`config.mk`:
```
export PLATFORM = sky130hd
export DESIGN_NAME = tt_idle_timer
export DESIGN_NICKNAME = d
export VERILOG_FILES = /design/src/rtl/tt_check_pkg.sv /design/src/rtl/tt_idle_timer.sv
export SDC_FILE = /design/constraint.sdc
export NUM_CORES = 1
export LEC_CHECK = 0
export ABC_AREA = 1
export ABC_CLOCK_PERIOD_IN_PS = 1300
export BUFFER_PORTS_ARGS = -buffer_cell sky130_fd_sc_hd__clkbuf_2
export CAP_MARGIN = 20
export CORE_AREA = 2 2 39 41
export DETAILED_ROUTE_END_ITERATION = 16
export DIE_AREA = 0 0 41 43
export PLACE_DENSITY = 0.46
export SLEW_MARGIN = 5
export SYNTH_ARGS = -nofsm -noshare
export SYNTH_HDL_FRONTEND = slang
export SYNTH_SLANG_ARGS = --single-unit
```
`constraint.sdc`:
```
create_clock -name clk -period 1.3 [get_ports clk]
set_input_delay 0.26 -clock clk [delete_from_list [all_inputs] [get_ports clk]]
set_output_delay 0.26 -clock clk [all_outputs]
set_load 0.03 [all_outputs]
```
`src/rtl/tt_check_pkg.sv`:
```
// Shared types and helpers for the truth-table checker slice.
package tt_check_pkg;

  typedef enum logic [1:0] {
    IDLE = 2'd0,
    RUN  = 2'd1,
    DONE = 2'd2
  } state_t;

  localparam int N_IN_DEFAULT = 4;

  // Increments value but never past limit; callers cast to their own width.
  function automatic logic [31:0] sat_inc(input logic [31:0] value, input logic [31:0] limit);
    return (value >= limit) ? limit : value + 32'd1;
  endfunction

endpackage

```
`src/rtl/tt_idle_timer.sv`:
```
// Loadable idle counter: flags expiry on the enabled cycle that reaches TERMINAL.
module tt_idle_timer
  import tt_check_pkg::*;
#(
  parameter int TERMINAL = 64
) (
  input  logic clk,
  input  logic reset,
  input  logic clear,
  input  logic enable,
  output logic expire
);

  localparam int W = $clog2(TERMINAL + 1);

  logic [W-1:0] count;

  always_ff @(posedge clk) begin
    if (reset || clear)
      count <= '0;
    else if (enable)
      count <= W'(sat_inc(32'(count), 32'(TERMINAL)));
  end

  // Fires one cycle early so the caller's state change lands on the TERMINAL-th idle edge.
  assign expire = enable && (32'(count) == 32'(TERMINAL - 1));

endmodule

```
---- Yosys cells after proc, flatten, opt, wreduce, memory -nomap -nowiden ----
Cells that the tools add are included.
storage, ports and cells
  register bits ........................... 7
  output and inout bits ................... 1
operators by class
  add/sub/neg operators ................... 1
  magnitude comparators ................... 1
  equality and inequality tests ........... 1
  multiplexer cells ....................... 1
  reduce and logical (&&, ||, !) cells .... 2
operator list
  kind                                                             count
  7-bit by 1-bit adder with 7-bit output, second input constant    1
  7-bit by 6-bit == test with 1-bit output, second input constant  1
  7-bit greater-or-equal comparator, second input constant         1
  7-bit 2-to-1 mux                                                 1
  1-bit logical AND                                                1
  1-bit logical OR                                                 1

---- Logic depth before layout (Yosys ltp) ----
  depth in word-level cells ............... 2
  mapped depth ............................ 6
  depth with buffers taken out ............ 6

---- Worst setup path after synthesis ----
OpenSTA, ideal clock, no wires.
  kind .................................... register -> output
  start ................................... register count[0]
  end ..................................... output port expire
  arrival ................................. 1.218 ns
  data required time ...................... 1.040 ns
  path slack .............................. -0.178 ns
  cell stages (with the launch flop) ...... 6
  path buffers ............................ 0
  cells stage by stage .................... dfxtp_1 -> ha_1 -> nand2_1 -> nor2_4 -> nand3_2 -> nor2_1
on the way
  longest elaborated chain between the ends .. 2
ends and longest elaborated chain
  what                                      RTL line             text
  start: declaration                        tt_idle_timer.sv:16  logic [W-1:0] count;
  start signal: assignment                  tt_idle_timer.sv:22  count <= W'(sat_inc(32'(count), 32'(TERMINAL)));
  7-bit by 6-bit == test with 1-bit output  tt_idle_timer.sv:26  assign expire = enable && (32'(count) == 32'(TERMINAL - 1));
  1-bit logical AND                         tt_idle_timer.sv:26
  end: declaration                          tt_idle_timer.sv:11  output logic expire
Every way passes these cells.

---- Worst setup path in the final report ----
Same ends and word-level chain as after synthesis.

==> out/results.ini <==
[critical_path]
start_kind=flip-flop
arrival_ns=1.23
worst_setup_path_end_kind=output port
worstPathRequired_ns=1.04
crit_type=reg -> out
worstPathMaxFanout=2
crit_chain=ha_4 -> nand2_4 -> nor2_4 -> nand3_2 -> nor2_4 -> buf_8
critPathSlowestCell=dfxtp_2
critPathMaxStageDelay_ns=0.35
crit_top_cell=nor2_4

[synthesis]
netlist_instances=48
synthesis.nets=54
yosysSeqAreaShare_pct=40.0
synth.distinct_cells=13
synth_seq_cells=7
ys_warn_count=0
syn_avg_cell_area_um2=7.30
synth_area_um2=350

[timing]
fin_ws_ns=-0.185
rsz0062_at_grt=true
worstMarginPinSlew_ns=0.204
hold_viol=0
post-route-period-util_pct=114
hold_ws_ns=0.272
timing.setup.tns_ns=-0.185
fin_crit_ns=1.49
setup_viol=1
clock_skew_ns=0.00129
relSlewSlack_pct=86.4
drv_slew=0
max_freq_mhz=673

[cells_and_area]
final_cell_mix=nand2_1 (11), buf_4 (10), inv_1 (6), nor2_1 (6)
nNetsFinal=73
final_common_cell=nand2_1
largest_reg_flops=7
post-route-cell-area_um2=532
nFillCells=147
top_register=count
drive_gt1_share_pct=42.4
area_growth_pct=51.8
largestRegisters=count (7)
stdcell_count=82
n_antenna_cell=0

[clock_network]
cts_inserted_buffers=3
clk_pin_slew_ns=0.05
clockRootBuffer=clkbuf_4
postCtsHoldBufs=0
cts_buffer_depth=2
clkSinkCount=7
cts_max_level=1
insertion_delay_ns=0.25
cts_tree=done

[floorplanning]
dieArea_um2=1760
die_height_um=43
io_pins=5
die_w_um=41
core-area_um2=1380
rows=14
start_util_pct=25.3

[detailed_routing]
vias=348
first_pass_iters=4
antenna_left=0
avgViaCountPerCell=4.24
remaining_drc_errors=0
drt-total-wl_um=708
wire_per_inst_um=8.63
drt_iter0_markers=5

[power_and_ir_drop]
leakage_nw=0.235
p_comb_share_pct=7.4
p_per_area_nw_per_um2=863
swShare_pct=23.6
clkPwrFrac_pct=44.9
switching_power_uw=108
intPower_uw=351
p_seq_share_pct=47.7
ir_drop_uv=410

[place]
dp_cells=74
post-dp-hpwl_um=522
place_area_um2=443
pre_cts_slack_ns=-0.0293
place_congestion=0.737
io_buffers=4

[run_status]
violations=setup timing
outcome=finished with violations

[global_route]
grt_usage_pct=11.7
grt_pass1_vias=345
grt_antenna_before_repair=0
grt_first_pass_wirelength_mm=1.32
grt_max_degree=6
grt_overflow=0

[min_path]
hp-class=in -> reg

[flow_run]
drv_cap=0

==> cell type report <==
cell class / count / area [um^2] / area share [%]
Clock buffer: 4 / 26.3 / 4.94
Inverter: 7 / 26.3 / 4.94
Multi-Input combinational cell: 34 / 211 / 39.8
Sequential cell: 7 / 143 / 26.8
Tap cell: 16 / 20.0 / 3.76
Timing Repair Buffer: 14 / 105 / 19.8
==> worst paths after layout <==
kind | start | to | slack [ns] | cells after the start
setup / recovery | count[0] | expire | -0.19 | 6
hold / removal | reset | count[0] | 0.27 | 4
setup reg to reg | count[0] | count[6] | 0.13 | 7
hold reg to reg | count[4] | count[4] | 0.48 | 2
==> critical path, delay by kind of cell (launching register included) <==
family | cells | cell delay, ns
and+or+nand+nor | 4 | 0.35
DFF | 1 | 0.35
buffers and inverters | 1 | 0.12
adders and majority gates | 1 | 0.15
==> power by group through the flow <==
| stage | logic, mW | clock network, mW | registers (mW) |
|---|---|---|---|
| after floorplan | 0.0147 | 0 | 0.223 |
| after global placement | 0.0310 | 0 | 0.222 |
| after detailed placement | 0.0308 | 0 | 0.223 |
| after CTS | 0.0341 | 0.214 | 0.219 |
| after global routing | 0.0393 | 0.227 | 0.219 |
| final | 0.0337 | 0.206 | 0.219 |
==> cell usage after synthesis <==
library cell / instances / area share [%]
nor2_4: 2 / 6.4
ha_1: 2 / 7.1
a21oi_1: 5 / 7.1
nor3_1: 1 / 1.4
dfxtp_1: 7 / 40
inv_1: 6 / 6.4
nand3_1: 2 / 2.9
a21oi_2: 1 / 2.5
nor2_1: 7 / 7.5
nand2_1: 12 / 13
inv_2: 1 / 1.1
nand2_2: 1 / 1.8
nand3_2: 1 / 2.9
==> what timing repair did <==
action                     in CTS  in global routing
pin swaps                       1                  1
resized for setup               7                  2
buffers inserted                4                  0
setup endpoints to repair       1                  1
cloned                          0                  0
==> routing by layer <==
layer / vias up / global-route usage (%) / share of wire (%)
met5: - / 0 / 0
met3: 2 / 3.14 / 3.0
met1: 158 / 13.4 / 46
met2: 2 / 15.9 / 49
met4: 0 / 12.0 / 1.7
li1: 186 / - / -
==> stage by stage <==
stage	total power [mW]	util, %
finish	0.459	38.4
floorplan	0.238	-
global route	0.485	38.4
CTS	0.467	38.0
global placement	0.253	32.0
detailed placement	0.253	32.0
==> kinds of logic (layout without fill, tap and decap cells) <==
family	after synthesis	after routing	synth area share [%]
adders and majority gates	2	2	7.14
DFF	7	7	40.0
buffers and inverters	7	25	7.50
AOI/OAI and AO/OA	6	6	9.64
and+or+nand+nor	26	26	35.7
No activity file was read; power rests on OpenSTA's default activity.
